## config.mk

```make
export PLATFORM = sky130hd
export DESIGN_NAME = lmc1992_mw_rx
export DESIGN_NICKNAME = d
export VERILOG_FILES = /design/src/rtl/lmc1992_mw_rx.sv
export SDC_FILE = /design/constraint.sdc
export NUM_CORES = 1
export LEC_CHECK = 0
export CAP_MARGIN = 10
export CORE_MARGIN = 8
export CORE_UTILIZATION = 30
export CTS_BUF_LIST = sky130_fd_sc_hd__clkbuf_2
export DETAILED_ROUTE_END_ITERATION = 8
export PLACE_DENSITY = 0.5
export SETUP_SLACK_MARGIN = 0.02
export SYNTH_ARGS = -nofsm -noshare
export SYNTH_HDL_FRONTEND = slang
export SYNTH_SLANG_ARGS = --single-unit
```

## constraint.sdc

```tcl
create_clock -name clk -period 11.2 [get_ports clk]
set_input_delay 2.24 -clock clk [delete_from_list [all_inputs] [get_ports clk]]
set_output_delay 2.24 -clock clk [all_outputs]
set_load 0.02 [all_outputs]
```

## src/rtl/lmc1992_mw_rx.sv

```systemverilog
// lmc1992_mw_rx
// Microwire command receiver plus volume/tone/mix stage modelled on the
// STE LMC1992. Serial commands from the microwire master are synchronised,
// shifted in and decoded. The decoded settings scale the DMA and YM sample
// streams ahead of the audio DAC.
//
// Ports
//   clk, reset        system clock, synchronous active-high reset
//   mw_clk            microwire bit clock (asynchronous to clk)
//   mw_data           microwire serial data, MSB first
//   mw_enable         high while a microwire transfer is in progress
//   sample_stb        one-cycle pulse: new samples on dma_l/dma_r/ym_in
//   dma_l, dma_r      DMA samples, offset binary
//   ym_in             YM2149 sample, offset binary
//   out_l, out_r      signed mixed and attenuated samples
//   out_valid         one-cycle pulse, two cycles after sample_stb
//   bass, treble      current tone codes (0..12, 6 = flat)
//   cmd_stb           one-cycle pulse when a command is accepted; the new
//                     settings take effect for samples strobed after it
module lmc1992_mw_rx #(
  parameter int         MW_BITS     = 11,
  parameter logic [1:0] DEVICE_ADDR = 2'b10,
  parameter int         SYNC_STAGES = 2
) (
  input  logic        clk,
  input  logic        reset,
  input  logic        mw_clk,
  input  logic        mw_data,
  input  logic        mw_enable,
  input  logic        sample_stb,
  input  logic [7:0]  dma_l,
  input  logic [7:0]  dma_r,
  input  logic [7:0]  ym_in,
  output logic [15:0] out_l,
  output logic [15:0] out_r,
  output logic        out_valid,
  output logic [3:0]  bass,
  output logic [3:0]  treble,
  output logic        cmd_stb
);

  localparam logic [4:0] MW_BITS_C = 5'(MW_BITS);

  // Limit a received code to the largest value the register accepts.
  function automatic logic [5:0] clamp_code(input logic [5:0] v, input logic [5:0] mx);
    if (v > mx) return mx;
    else        return v;
  endfunction

  // round(256 * 10^(-n/10)); attenuation of 2 dB per step, muted from n = 28 up.
  function automatic logic [8:0] coef_lut(input logic [6:0] n);
    case (n)
      7'd0:  return 9'd256;
      7'd1:  return 9'd203;
      7'd2:  return 9'd162;
      7'd3:  return 9'd128;
      7'd4:  return 9'd102;
      7'd5:  return 9'd81;
      7'd6:  return 9'd64;
      7'd7:  return 9'd51;
      7'd8:  return 9'd41;
      7'd9:  return 9'd32;
      7'd10: return 9'd26;
      7'd11: return 9'd20;
      7'd12: return 9'd16;
      7'd13: return 9'd13;
      7'd14: return 9'd10;
      7'd15: return 9'd8;
      7'd16: return 9'd6;
      7'd17: return 9'd5;
      7'd18: return 9'd4;
      7'd19: return 9'd3;
      7'd20: return 9'd3;
      7'd21: return 9'd2;
      7'd22: return 9'd2;
      7'd23: return 9'd1;
      7'd24: return 9'd1;
      7'd25: return 9'd1;
      7'd26: return 9'd1;
      7'd27: return 9'd1;
      default: return 9'd0;
    endcase
  endfunction

  // ---------------- microwire synchroniser ----------------
  logic [SYNC_STAGES-1:0] mwc_sync_q, mwd_sync_q, mwe_sync_q;
  logic                   mwc_prev_q, mwe_prev_q;
  logic                   mwc_s, mwd_s, mwe_s;
  logic                   mwc_rise_s, mwe_rise_s, mwe_fall_s;

  always_ff @(posedge clk) begin
    if (reset) begin
      mwc_sync_q <= '0;
      mwd_sync_q <= '0;
      mwe_sync_q <= '0;
      mwc_prev_q <= 1'b0;
      mwe_prev_q <= 1'b0;
    end else begin
      mwc_sync_q[0] <= mw_clk;
      mwd_sync_q[0] <= mw_data;
      mwe_sync_q[0] <= mw_enable;
      for (int i = 1; i < SYNC_STAGES; i++) begin
        mwc_sync_q[i] <= mwc_sync_q[i-1];
        mwd_sync_q[i] <= mwd_sync_q[i-1];
        mwe_sync_q[i] <= mwe_sync_q[i-1];
      end
      mwc_prev_q <= mwc_s;
      mwe_prev_q <= mwe_s;
    end
  end

  always_comb begin
    mwc_s      = mwc_sync_q[SYNC_STAGES-1];
    mwd_s      = mwd_sync_q[SYNC_STAGES-1];
    mwe_s      = mwe_sync_q[SYNC_STAGES-1];
    mwc_rise_s = mwc_s & ~mwc_prev_q;
    mwe_rise_s = mwe_s & ~mwe_prev_q;
    mwe_fall_s = ~mwe_s & mwe_prev_q;
  end

  // ---------------- shift register and frame decode ----------------
  logic [10:0] sr_q, sr_d;
  logic [4:0]  bcnt_q, bcnt_d;
  logic        cmd_stb_q, cmd_stb_d;
  logic [2:0]  cmd_func_q, cmd_func_d;
  logic [5:0]  cmd_data_q, cmd_data_d;

  always_comb begin
    sr_d       = sr_q;
    bcnt_d     = bcnt_q;
    cmd_stb_d  = 1'b0;
    cmd_func_d = cmd_func_q;
    cmd_data_d = cmd_data_q;
    if (mwe_s && mwc_rise_s) begin
      sr_d = {sr_q[9:0], mwd_s};
      if (bcnt_q != 5'd31) bcnt_d = bcnt_q + 5'd1;
    end
    // A new frame restarts the count; a bit clocked in the same cycle still counts.
    if (mwe_rise_s) bcnt_d = {4'd0, mwc_rise_s};
    // Functions 110/111 are not commands, so they never raise cmd_stb.
    if (mwe_fall_s && (bcnt_q >= MW_BITS_C) && (sr_q[10:9] == DEVICE_ADDR) &&
        (sr_q[8:7] != 2'b11)) begin
      cmd_stb_d  = 1'b1;
      cmd_func_d = sr_q[8:6];
      cmd_data_d = sr_q[5:0];
    end
  end

  always_ff @(posedge clk) begin
    if (reset) begin
      sr_q       <= 11'd0;
      bcnt_q     <= 5'd0;
      cmd_stb_q  <= 1'b0;
      cmd_func_q <= 3'd0;
      cmd_data_q <= 6'd0;
    end else begin
      sr_q       <= sr_d;
      bcnt_q     <= bcnt_d;
      cmd_stb_q  <= cmd_stb_d;
      cmd_func_q <= cmd_func_d;
      cmd_data_q <= cmd_data_d;
    end
  end

  // ---------------- settings registers ----------------
  // Written at the end of the cmd_stb cycle so a sample strobed alongside
  // cmd_stb still sees the previous settings.
  logic [5:0] master_q, master_d;
  logic [4:0] left_q, left_d, right_q, right_d;
  logic [3:0] bass_q, bass_d, treble_q, treble_d;
  logic [1:0] mix_q, mix_d;

  always_comb begin
    master_d = master_q;
    left_d   = left_q;
    right_d  = right_q;
    bass_d   = bass_q;
    treble_d = treble_q;
    mix_d    = mix_q;
    if (cmd_stb_q) begin
      case (cmd_func_q)
        3'b000:  mix_d    = cmd_data_q[1:0];
        3'b001:  bass_d   = 4'(clamp_code({2'd0, cmd_data_q[3:0]}, 6'd12));
        3'b010:  treble_d = 4'(clamp_code({2'd0, cmd_data_q[3:0]}, 6'd12));
        3'b011:  master_d = clamp_code(cmd_data_q, 6'd40);
        3'b100:  right_d  = 5'(clamp_code({1'b0, cmd_data_q[4:0]}, 6'd20));
        3'b101:  left_d   = 5'(clamp_code({1'b0, cmd_data_q[4:0]}, 6'd20));
        default: master_d = master_q;
      endcase
    end
  end

  always_ff @(posedge clk) begin
    if (reset) begin
      master_q <= 6'd40;
      left_q   <= 5'd20;
      right_q  <= 5'd20;
      bass_q   <= 4'd6;
      treble_q <= 4'd6;
      mix_q    <= 2'b01;
    end else begin
      master_q <= master_d;
      left_q   <= left_d;
      right_q  <= right_d;
      bass_q   <= bass_d;
      treble_q <= treble_d;
      mix_q    <= mix_d;
    end
  end

  // ---------------- mix and attenuation pipeline ----------------
  logic [6:0]        n_l_s, n_r_s, mix_att_s;
  logic signed [7:0] s_dma_l_s, s_dma_r_s, s_ym_s;
  logic signed [8:0] ym_term_s, sum_l_s, sum_r_s;

  always_comb begin
    mix_att_s = (mix_q == 2'b00) ? 7'd6 : 7'd0;
    n_l_s     = (7'd40 - {1'b0, master_q}) + (7'd20 - {2'd0, left_q})  + mix_att_s;
    n_r_s     = (7'd40 - {1'b0, master_q}) + (7'd20 - {2'd0, right_q}) + mix_att_s;
    // Offset binary to two's complement is an MSB flip.
    s_dma_l_s = signed'(dma_l ^ 8'h80);
    s_dma_r_s = signed'(dma_r ^ 8'h80);
    s_ym_s    = signed'(ym_in ^ 8'h80);
    ym_term_s = mix_q[1] ? 9'sd0 : 9'(s_ym_s);
    sum_l_s   = 9'(s_dma_l_s) + ym_term_s;
    sum_r_s   = 9'(s_dma_r_s) + ym_term_s;
  end

  logic signed [8:0]  sum_l_q, sum_r_q;
  logic [8:0]         coef_l_q, coef_r_q;
  logic               v1_q;
  logic signed [17:0] prod_l_s, prod_r_s;
  logic [15:0]        out_l_q, out_r_q;
  logic               out_valid_q;

  always_ff @(posedge clk) begin
    if (reset) begin
      sum_l_q  <= 9'sd0;
      sum_r_q  <= 9'sd0;
      coef_l_q <= 9'd0;
      coef_r_q <= 9'd0;
      v1_q     <= 1'b0;
    end else begin
      v1_q <= sample_stb;
      if (sample_stb) begin
        sum_l_q  <= sum_l_s;
        sum_r_q  <= sum_r_s;
        coef_l_q <= coef_lut(n_l_s);
        coef_r_q <= coef_lut(n_r_s);
      end
    end
  end

  always_comb begin
    prod_l_s = 18'(sum_l_q) * 18'($signed({1'b0, coef_l_q}));
    prod_r_s = 18'(sum_r_q) * 18'($signed({1'b0, coef_r_q}));
  end

  // Output is prod[16:1]; the product range never overflows 16 bits.
  always_ff @(posedge clk) begin
    if (reset) begin
      out_l_q     <= 16'd0;
      out_r_q     <= 16'd0;
      out_valid_q <= 1'b0;
    end else begin
      out_valid_q <= v1_q;
      if (v1_q) begin
        out_l_q <= 16'(prod_l_s >>> 1);
        out_r_q <= 16'(prod_r_s >>> 1);
      end
    end
  end

  assign out_l     = out_l_q;
  assign out_r     = out_r_q;
  assign out_valid = out_valid_q;
  assign bass      = bass_q;
  assign treble    = treble_q;
  assign cmd_stb   = cmd_stb_q;

endmodule

```

# == After elaboration in Yosys (flattened, before gate mapping) ==
# Memories as Yosys holds them, arrays and structs flattened.
# Index checks and enable logic that the tools add are counted.
# totals
reg_bits,130
rom_bits,576
in_bits,30
output_inout_bits,42
elab_cells,90
n_memories,2
# mem_list
name,words,word_bits,read_ports,rd_clocked_by_memory_dff,write_ports,line,text
(no name shown),32,9,1,0,0,52,case (n)
(no name shown),32,9,1,0,0,52,
# op_classes
n_addsub,10
mul,2
magnitude_cmp,4
eq_ne,8
muxes,11
bitwise,9
reduce_logical,19
# op_table
cell,count
multiplier 9 x 10 -> 17 bit,2
two-way mux 9 bit,3
adder 8 x 9 -> 9 bit,2
AND reduction 2 bit,8
adder 7 x 3 -> 7 bit,2
adder 7 bit,2
"subtractor 5 x 5 -> 6 bit, first input constant",2
"subtractor 6 x 6 -> 7 bit, first input constant",1
"equality test 3 x 2 -> 1 bit, second input constant",2
"equality test 3 bit, second input constant",2
"> comparator 6 bit, second input constant",1
zero test 2 bit,3
two-way mux 6 bit,1
inverter 1 bit,6
"adder 5 x 1 -> 5 bit, second input constant",1
"greater-or-equal comparator 5 x 4 -> 1 bit, second input constant",1
"> comparator 5 bit, second input constant",1
two-way mux 5 bit,1
"inequality test 5 bit, second input constant",1
"> comparator 4 bit, second input constant",1
logical AND 1 bit,4
two-way mux 1 bit,4
two-way mux 4 bit,1
nonzero test 2 bit,2
other kinds (7),9

# == Logic depth before layout (Yosys ltp) ==
# Gate-level depths: netlist of run 1.
# depth
ltp_word,6
depth_mapped,18
mapped_depth_nobuf,17

# == Least setup slack after synthesis of run 1 ==
# OpenSTA, ideal clock, no wires.
# synth_path
path_type,reg2reg
startpoint,register sum_r_q[2]
endpoint,register out_r_q[14] (netlist: out_r[14])
setup_time_ps,144
arrival_time_ps,4542
required_ps,11056
setup_slack_ps,6514
path_stages_with_launch,19
n_path_buf,1
synth_period_minus_slack_ps,4686
path_cell_list,dfxtp_1 > clkbuf_1 > nand2_1 > fa_1 > inv_1 > fa_1 > ha_1 > inv_1 > fa_1 > inv_1 > ha_1 > ha_1 > fa_1 > a21oi_1 > nor2b_1 > a311o_1 > a311oi_1 > or4b_1 > o311ai_0
# synth_via
elab_chain_cells,1
# synth_rtl
element,line,text
"start, declared",229,"logic signed [8:0] sum_l_q, sum_r_q;"
"start signal, assigned",247,sum_r_q <= sum_r_s;
multiplier 9 x 10 -> 17 bit,256,"prod_r_s = 18'(sum_r_q) * 18'($signed({1'b0, coef_r_q}));"
"end signal, assigned",269,out_r_q <= 16'(prod_r_s >>> 1);
"end, declared",233,"logic [15:0] out_l_q, out_r_q;"
# Every way passes these cells.
# A chain may end at the register's enable or synchronous reset.

# == Final worst setup path of run 1 ==
# layout_path
startpoint,register coef_l_q[2]
endpoint,register out_l_q[14] (netlist: out_l[14])
# layout_via
elab_chain_cells,1
# layout_rtl
element,line,text
"start, declared",230,"logic [8:0] coef_l_q, coef_r_q;"
"start signal, assigned",248,coef_l_q <= coef_lut(n_l_s);
multiplier 9 x 10 -> 17 bit,255,"prod_l_s = 18'(sum_l_q) * 18'($signed({1'b0, coef_l_q}));"
"end signal, assigned",268,out_l_q <= 16'(prod_l_s >>> 1);
"end, declared",233,
# Every way passes these cells.

==> results of run 1 <==
[per-layer routing]
| metal | vias up | part of all wire (%) | global-route usage (%) |
|---|---|---|---|
| met5 | - | 0.28 | 0 |
| met4 | 12 | 1.2 | 2.72 |
| met3 | 30 | 5.8 | 3.84 |
| met2 | 157 | 43 | 18.5 |
| met1 | 4134 | 50 | 16.6 |
| li1 | 4377 | - | - |
[worst max-delay path by stage]
stage | start | to | slack (ns)
3_5_place_dp | sum_r_q[8]$_SDFFE_PP0P_ | out_r[14]$_SDFFE_PP0P_ | 6.20
6_report | coef_l_q[2]$_SDFFE_PP0P_ | out_l[14]$_SDFFE_PP0P_ | 6.23
5_1_grt | coef_l_q[1]$_SDFFE_PP0P_ | out_l[14]$_SDFFE_PP0P_ | 5.97
2_1_floorplan | sum_r_q[2]$_SDFFE_PP0P_ | out_r[14]$_SDFFE_PP0P_ | 6.51
3_3_place_gp | sum_r_q[8]$_SDFFE_PP0P_ | out_r[14]$_SDFFE_PP0P_ | 6.27
4_1_cts | coef_l_q[2]$_SDFFE_PP0P_ | out_l[14]$_SDFFE_PP0P_ | 6.21
[power by group through the flow]
stage	sequential [mW]	combinational, mW	clock [mW]
floorplan	0.499	0.115	0
global placement	0.508	0.165	0
detailed placement	0.508	0.164	0
CTS	0.499	0.166	0.343
global route	0.502	0.184	0.359
finish	0.499	0.162	0.325
[through the flow]
step | worst slack (ns) | instance area (um2) | instances
detailed placement | 6.20 | 12900 | 1828
CTS | 6.21 | 13200 | 1859
finish | 6.23 | 13200 | 1861
global route | 5.97 | 13200 | 1860
floorplan | 6.51 | 11800 | 1292
global placement | 6.27 | 12900 | 1828
[cell families (layout without fill, tap and decap cells)]
group,Yosys count,count (layout)
XOR/XNOR,55,55
flip-flops,130,130
multiplexers,48,48
other,0,2
buffers and inverters,182,231
AO/OA/AOI/OAI,198,198
adder cells (fa/ha/maj),251,251
AND/OR/NAND/NOR,428,428
[tightest hold or removal path, cell delays in order (launching register included)]
cell and delay [ns]:
dfxtp_1 0.34, nand2_1 0.04, a21oi_1 0.05
[registers in the layout, indices dropped and copies added (netlist names)]
name	flops
cmd_func_q	3
out_valid	1
cmd_stb	1
mwe_prev_q	1
sum_l_q	9
bass	4
right_q	5
left_q	5
coef_l_q	9
mwc_sync_q	2
out_r	16
mwd_sync_q	2
master_q	6
treble	4
bcnt_q	5
sr_q	11
sum_r_q	9
cmd_data_q	6
v1_q	1
coef_r_q	9
mwc_prev_q	1
mix_q	2
mwe_sync_q	2
out_l	16
[area by class of cell]
type / count / area share, %
clock buffers: 19 / 0.720
multi-input cells: 980 / 64.2
repair buffers: 77 / 5.71
flip-flops and latches: 130 / 19.7
clock inverters: 12 / 1.21
diodes: 2 / 0.0379
inverters: 123 / 3.50
well taps: 518 / 4.91
[layout by cell type, fill, tap and decap left out, drive strengths merged, types with 4 or more instances in the layout]
cell / n
nor3b: 12
a31oi: 4
xnor2: 35
xor2: 18
inv: 124
nand3: 9
dfxtp: 130
or4b: 4
mux2i: 42
nand2: 120
o21ai: 35
nand2b: 7
a22o: 14
buf: 7
nor2b: 47
a21oi: 60
fa: 108
clkdlybuf4s50: 70
nor3: 11
a32o: 8
a21boi: 8
a2111oi: 4
nor2: 95
clkbuf: 19
o211ai: 4
and3: 4
a211oi: 14
and2: 93
nand3b: 4
clkinv: 8
ha: 143
a211o: 11
a21o: 17
mux2: 6
==> results.toml, run 1 <==
[worst_setup_path]
endpoint_kind = "flop"
cp.arrival_ns = 5.60
r2r-end = "out_l[14]$_SDFFE_PP0P_"
rr_startpoint = "coef_l_q[2]$_SDFFE_PP0P_"
cp_num_cells = 14
cp_cell_sequence = "nand2_1 > fa_1 > fa_1 > inv_1 > fa_1 > fa_1 > fa_1 > ha_1 > a21o_1 > a21oi_1 > a21boi_0 > a221oi_1 > or4b_1 > o311ai_0"
worst-endpoint-required_ns = 11.83
path_buf_inv = 1
r2r_setup_slack_ns = 6.23
worst-r2r-cell-count = 14
cpMostUsedCell = "fa_1"
worst-setup-path-type = "flop to flop"
critPathTopFamily = "adder cells"
start_kind = "flop"
worstPathMaxFanout = 10
critical-path-max-stage-delay_ns = 0.61
cp_slowest_cell = "dfxtp_1"

[synth]
synth_edf_count = 0
ys_ff_latch = 130
async_flop_share_pct = 0
syn-cell-area_um2 = 11800
synth.most_common_cell = "ha_1"
synth_common_cells = "143 x ha_1, 130 x dfxtp_1, 123 x inv_1, 120 x nand2_1, 108 x fa_1"
synth_cells = 1292
synth-seq-area-share_pct = 22.1
ys_dominant_reg_cell = "dfxtp_1"
ys_types = 62
syn_area_per_cell_um2 = 9.13
synth.largest_area_cell = "dfxtp_1"
synth_xor_area_share_pct = 4.32
synth_top_area_share_pct = 22.1
synth_area_leaders = "dfxtp_1 22%, fa_1 18%, ha_1 15%"
yosys.area_share.adder_pct = 33.5
yosys.area_share.simple_pct = 18.5
ys_warn_count = 0
synthMuxAreaShare_pct = 4.14
synth_compound_area_share_pct = 11.3
synth_top_family_by_area = "adder cells"
syn-num-nets = 1573

[worst_hold_path]
hold_end = "sr_q[0]$_SDFFE_PP0P_"
min-delay-start = "mwd_sync_q[1]$_SDFF_PP0_"
min_path_cells = 2
hp-class = "flop to flop"

[sta]
layout_min_cycle_time_ns = 4.97
post-route-period-util_pct = 44.4
finalSetupTns_ns = 0
hold_viol_final = 0
skew_ns = 0.0507
rsz0062_at_grt = "no"
drv_slew = 0
slew_headroom_pct = 29.8
clock.fmax_mhz = 201
holdWs_ns = 0.439
tightest_slew_ns = 1.05
setup_viol = 0

[power_and_ir_drop]
power_density_nw_per_um2 = 74.7
p_sw_share_pct = 31.3
irDropWorstVdd_mv = 0.0577
clkPwrFrac_pct = 33.0
internal-power_uw = 677
combPwrFrac_pct = 16.5
power_frac_seq_pct = 50.6
p_total_uw = 986
switchingPower_uw = 309
leakagePower_nw = 6.28

[grt]
grt_antenna_before_repair = 8
grt_pass1_vias = 8879
grt_pass1_wl_mm = 46.2
grt_max_degree = 64
overflow = 0
grt_usage_pct = 12.2

[die]
start_util_pct = 30.5
io_pins = 72
die_w_um = 214
coreArea_um2 = 38700
fp.dieArea_um2 = 45900
placementRows = 72
die_h_um = 214

[finish]
final_core_util_pct = 34.1
fillers = 4085
seq_area_um2 = 2600
fin_nets = 1610
areaGrowthSynthToFinish_pct = 11.9
multi_input_area_um2 = 8470
drive_gt1_share_pct = 4.40

[clock_network]
cts_tree = "built"
insertion_delay_ns = 0.73
clk_pin_slew_ns = 0.22
cts_buffers = 17
h-tree-depth = 4
cts_setup_buffers = 0
cts_hold_buf = 0
cts.repair.resized = 0
cts_buffer_depth = 2
cts_sinks = 130
cts-root-buf = "clkbuf_2"

[routing]
num_vias = 8710
drc = 0
antenna_left = 0
routedWlPerCell_um = 15.0
finalWirelength_mm = 27.9
drt_pass1_iterations = 5
post_drt_via_cell_ratio = 4.68
drt_iter0_markers = 400

[run]
maxCapViolations = 0

[place]
place_congestion = 0.782
hpwl_mm = 21.9
portBuffers = 71

[outcome]
outcome = "finished clean"
Power figures use the tool's default switching activity.
==> run 2: changes to the inputs <==
clock period = 4.89 ns   (was 11.2 ns; I/O delays follow)
==> results.toml, run 2 (synthesis results as in run 1) <==
[outcome]
outcome = "finished clean"

[power_and_ir_drop]
combPwrFrac_pct = 19.4
p_total_mw = 2.16
clkPwrFrac_pct = 28.7
switchingPower_uw = 741
p_sw_share_pct = 34.2
irDropWorstVdd_mv = 0.185
internal-power_mw = 1.42
power_frac_seq_pct = 51.9
leakagePower_nw = 6.49
power_density_nw_per_um2 = 160

[finish]
postLayoutCellArea_um2 = 13500
multi_input_area_um2 = 8500
drive_gt1_share_pct = 9.01
final_cell_mix = "143 x ha_1, 123 x inv_1, 120 x nand2_1"
seq_area_um2 = 2630
layoutNonFillerInstCount = 1908
final_core_util_pct = 34.9
fillers = 3994
layout.cells.most_common = "ha_1"
areaGrowthSynthToFinish_pct = 14.7
fin_nets = 1655

[worst_setup_path]
cpMostUsedCell = "fa_1"
cp.arrival_ns = 5.37
worst-r2r-cell-count = 13
r2r_setup_slack_ns = 0.20
cp_slowest_cell = "fa_1"
cp_cell_sequence = "buf_4 > and2_1 > fa_1 > fa_1 > fa_1 > fa_1 > fa_1 > ha_1 > nor2b_1 > a311o_1 > a311oi_2 > or4b_1 > o311ai_0"
rr_startpoint = "coef_r_q[2]$_SDFFE_PP0P_"
critical-path-max-stage-delay_ns = 0.57
worst-setup-path-type = "flop to flop"
worstPathMaxFanout = 6
worst-endpoint-required_ns = 5.57
r2r-end = "out_r[14]$_SDFFE_PP0P_"
start_kind = "flop"
endpoint_kind = "flop"

[clock_network]
cts_buffer_depth = 2
clk_pin_slew_ns = 0.23
cts_sinks = 130
cts_buffers = 17
h-tree-depth = 4
cts-root-buf = "clkbuf_2"
cts_hold_buf = 0
insertion_delay_ns = 0.78
cts_tree = "built"

[place]
place_congestion = 0.806
dp_cells = 1871
post_dp_cell_area_um2 = 13300
hpwl_mm = 22.2
portBuffers = 71
place_ws_ns = 0.0429

[sta]
finalSetupTns_ns = 0
holdWs_ns = 0.460
drv_slew = 0
slew_headroom_pct = 33.8
tightest_slew_ns = 0.992
fin_ws_ns = 0.204
setup_viol = 0
skew_ns = 0.0409
hold_viol_final = 0
clock.fmax_mhz = 213
post-route-period-util_pct = 95.8
rsz0062_at_grt = "yes"
layout_min_cycle_time_ns = 4.69

[routing]
route.met2.wl_mm = 11.9
num_vias = 8806
drt_pass1_iterations = 4
routedWlPerCell_um = 14.7
drt_iter0_markers = 442
highest_layer = "met5"
antenna_left = 0
dr_wl_met3_mm = 1.59
wl_met1_mm = 14.2
drc = 0
finalWirelength_mm = 28.0
post_drt_via_cell_ratio = 4.62

[grt]
grt_pass1_vias = 9085
grt_antenna_before_repair = 7
grt_usage_pct = 12.5
grt_max_degree = 59
grt_pass1_wl_mm = 47.5
overflow = 0

[die]
coreArea_um2 = 38700
die_h_um = 214
placementRows = 72
start_util_pct = 30.5
die_w_um = 214
fp.dieArea_um2 = 45900
io_pins = 72

[worst_hold_path]
min_path_cells = 2
min-delay-start = "mwd_sync_q[1]$_SDFF_PP0_"
hp-class = "flop to flop"
hold_end = "sr_q[0]$_SDFFE_PP0P_"

[run]
maxCapViolations = 0
## run 2: changes by cell type in the layout (fill, tap and decap cells not counted), moves of 2 or more
cell / before / now
dfxtp_2: 1 / 13
clkinvlp_4: 0 / 4
clkinv_4: 6 / 4
dfxtp_4: 0 / 3
dfxtp_1: 129 / 114
buf_4: 7 / 52
bufinv_16: 3 / 0
## run 2: power by group through the flow
stage | Sequential, mW | Combinational [mW] | Clock [mW]
after detailed placement | 1.14 | 0.422 | 0
final | 1.12 | 0.420 | 0.621
after CTS | 1.12 | 0.428 | 0.660
after floorplan | 1.14 | 0.264 | 0
after global placement | 1.14 | 0.424 | 0
after global routing | 1.13 | 0.479 | 0.706
## run 2: layout make-up
class	count	share of cell area, %
Multi-Input combinational cell	980	62.8
Sequential cell	130	19.4
Timing Repair Buffer	122	8.06
Tap cell	518	4.79
Inverter	123	3.41
Clock inverter	14	0.795
Clock buffer	18	0.666
Antenna cell	3	0.0555
## run 2: metal layers
layer	vias to the layer above	track usage, %
li1	4473	-
met2	140	19.6
met5	-	0
met4	8	2.72
met1	4160	16.7
met3	25	3.89
## run 2: timing repair
action,4_1_cts,5_1_grt
pin swaps,0,3
buffers inserted,0,2
setup endpoints to repair,1,8
gates resized for setup,2,23
hold endpoints to repair,0,0
## run 2: how the worst max path moves through the flow
| stage | endpoint | slack, ns | cells past startpoint | from |
|---|---|---|---|---|
| floorplan | out_r[14]$_SDFFE_PP0P_ | 0.20 | 18 | sum_r_q[2]$_SDFFE_PP0P_ |
| global placement | out_r[14]$_SDFFE_PP0P_ | 0.09 | 17 | coef_r_q[3]$_SDFFE_PP0P_ |
| detailed placement | out_r[14]$_SDFFE_PP0P_ | 0.04 | 17 | sum_r_q[2]$_SDFFE_PP0P_ |
| CTS | out_r[14]$_SDFFE_PP0P_ | 0.05 | 17 | coef_r_q[4]$_SDFFE_PP0P_ |
| global route | out_r[15]$_SDFFE_PP0P_ | 0.005 | 15 | coef_r_q[2]$_SDFFE_PP0P_ |
| finish | out_r[14]$_SDFFE_PP0P_ | 0.20 | 13 | coef_r_q[2]$_SDFFE_PP0P_ |
## run 2: worst max-delay path, delay by kind of cell (launching register included)
family | cells | cell delay [ns]
buf+inv | 1 | 0.14
simple gates | 3 | 0.80
compound gates | 3 | 0.51
flops | 1 | 0.42
fa+ha+maj | 6 | 2.74
==> run 3: changes to the inputs <==
REMOVE_ABC_BUFFERS = 1   (was unset)
==> results.toml, run 3 (synthesis results as in run 1) <==
[grt]
grt_antenna_before_repair = 2
grt_pass1_wl_mm = 46.5
grt_pass1_vias = 8870
grt_usage_pct = 12.4
grt_max_degree = 58
overflow = 0

[worst_setup_path]
cp.arrival_ns = 5.37
cp_cell_sequence = "buf_4 > nor2b_1 > fa_1 > fa_1 > fa_1 > fa_1 > ha_1 > ha_1 > a211oi_1 > o211ai_1 > a41oi_1 > xnor2_1 > a22o_1"
worst-setup-path-type = "flop to flop"
start_kind = "flop"
critical-path-max-stage-delay_ns = 0.53
cp_slowest_cell = "fa_1"
endpoint_kind = "flop"
r2r-end = "out_r[13]$_SDFFE_PP0P_"
setup.worst_path.start = "sum_r_q[8]$_SDFFE_PP0P_"
worstPathMaxFanout = 10
r2r_setup_slack_ns = 0.19
cpMostUsedCell = "fa_1"
worst-endpoint-required_ns = 5.55
endpoint = "out_r[13]$_SDFFE_PP0P_"
rr_startpoint = "sum_r_q[8]$_SDFFE_PP0P_"
worst-r2r-cell-count = 13

[routing]
routedWlPerCell_um = 14.9
finalWirelength_mm = 28.4
num_vias = 8781
post_drt_via_cell_ratio = 4.59
drt_iter0_markers = 390
drc = 0
drt_pass1_iterations = 4
antenna_left = 0

[place]
portBuffers = 71
place_congestion = 0.806
place_ws_ns = 0.0421
hpwl_mm = 22.6

[finish]
fillers = 4039
areaGrowthSynthToFinish_pct = 15.5
final_core_util_pct = 35.2
fin_nets = 1660
layout.cells.most_common = "ha_1"
drive_gt1_share_pct = 10.1
final_cell_mix = "142 x ha_1, 123 x inv_1, 120 x nand2_1"

[clock_network]
cts_hold_buf = 0
cts_buffers = 17
cts_buffer_depth = 2
insertion_delay_ns = 0.78
clk_pin_slew_ns = 0.22
h-tree-depth = 4
cts-root-buf = "clkbuf_2"
cts_sinks = 130
cts_tree = "built"

[sta]
fin_ws_ns = 0.187
tightest_slew_ns = 1.04
skew_ns = 0.0446
finalSetupTns_ns = 0
clock.fmax_mhz = 213
layout_min_cycle_time_ns = 4.70
post-route-period-util_pct = 96.2
rsz0062_at_grt = "no"
drv_slew = 0
slew_headroom_pct = 30.5
hold_viol_final = 0
setup_viol = 0

[power_and_ir_drop]
p_sw_share_pct = 33.1
irDropWorstVdd_mv = 0.114
combPwrFrac_pct = 19.5
switchingPower_uw = 736
internal-power_mw = 1.49
clkPwrFrac_pct = 29.8
leakagePower_nw = 6.54
power_frac_seq_pct = 50.7
power_density_nw_per_um2 = 163

[die]
placementRows = 72
coreArea_um2 = 38700
die_w_um = 214
fp.dieArea_um2 = 45900
io_pins = 72
start_util_pct = 30.5
die_h_um = 214

[outcome]
outcome = "finished clean"

[run]
maxCapViolations = 0

[worst_hold_path]
min-delay-start = "mwe_sync_q[0]$_SDFF_PP0_"
hp-class = "flop to flop"
[run 3: what timing repair did]
item                       CTS  global route
gates cloned                 0             0
pin swaps                    0            15
setup endpoints to repair    3             7
buffers inserted             0             3
gates resized for setup      5            34
[run 3: power groups by stage]
stage / Sequential (mW) / Clock, mW / Combinational (mW)
finish: 1.13 / 0.663 / 0.433
global route: 1.13 / 0.750 / 0.486
CTS: 1.13 / 0.710 / 0.434
detailed placement: 1.15 / 0 / 0.429
global placement: 1.15 / 0 / 0.429
floorplan: 1.16 / 0 / 0.230
[run 3: how the worst min path moves through the flow]
stage                          endpoint  slack, ns  depth (start not counted)
2_1_floorplan      sr_q[0]$_SDFFE_PP0P_       0.41                          2
3_3_place_gp   mwc_sync_q[1]$_SDFF_PP0_       0.43                          1
3_5_place_dp   mwc_sync_q[1]$_SDFF_PP0_       0.42                          1
4_1_cts        mwe_sync_q[1]$_SDFF_PP0_       0.47                          1
5_1_grt        mwe_sync_q[1]$_SDFF_PP0_       0.48                          1
6_report       mwe_sync_q[1]$_SDFF_PP0_       0.46                          1
[run 3: per-stage QoR]
step	hold WS, ns	instance area (um2)	total power, mW	std cells
2_1_floorplan	0.411	11500	1.39	1233
3_3_place_gp	0.426	13300	1.58	1875
3_5_place_dp	0.425	13300	1.58	1875
4_1_cts	0.466	13500	2.27	1907
6_report	0.462	13600	2.22	1911
5_1_grt	0.479	13600	2.37	1911
[run 3: worst max-delay path, delay by kind of cell (launching register included)]
family / cells / cell delay, ns
buffers and inverters: 1 / 0.21
adder cells (fa/ha/maj): 6 / 2.69
AND/OR/NAND/NOR: 1 / 0.21
AO/OA/AOI/OAI: 4 / 0.99
flip-flops: 1 / 0.40
XOR/XNOR: 1 / 0.13
[run 3: area by class of cell]
type,count,area [um2],area share [%]
clock inverters,14,129,0.945
clock buffers,18,90.1,0.661
flip-flops and latches,130,2640,19.4
repair buffers,127,1130,8.28
inverters,123,462,3.39
well taps,518,648,4.75
multi-input cells,980,8530,62.6
diodes,1,2.50,0.0184
[run 3: layer usage]
metal | GRT usage (%) | share of wire (%)
met1 | 16.7 | 51
met2 | 20.0 | 45
met3 | 2.51 | 3.3
met4 | 2.93 | 0.75
met5 | 0 | 0
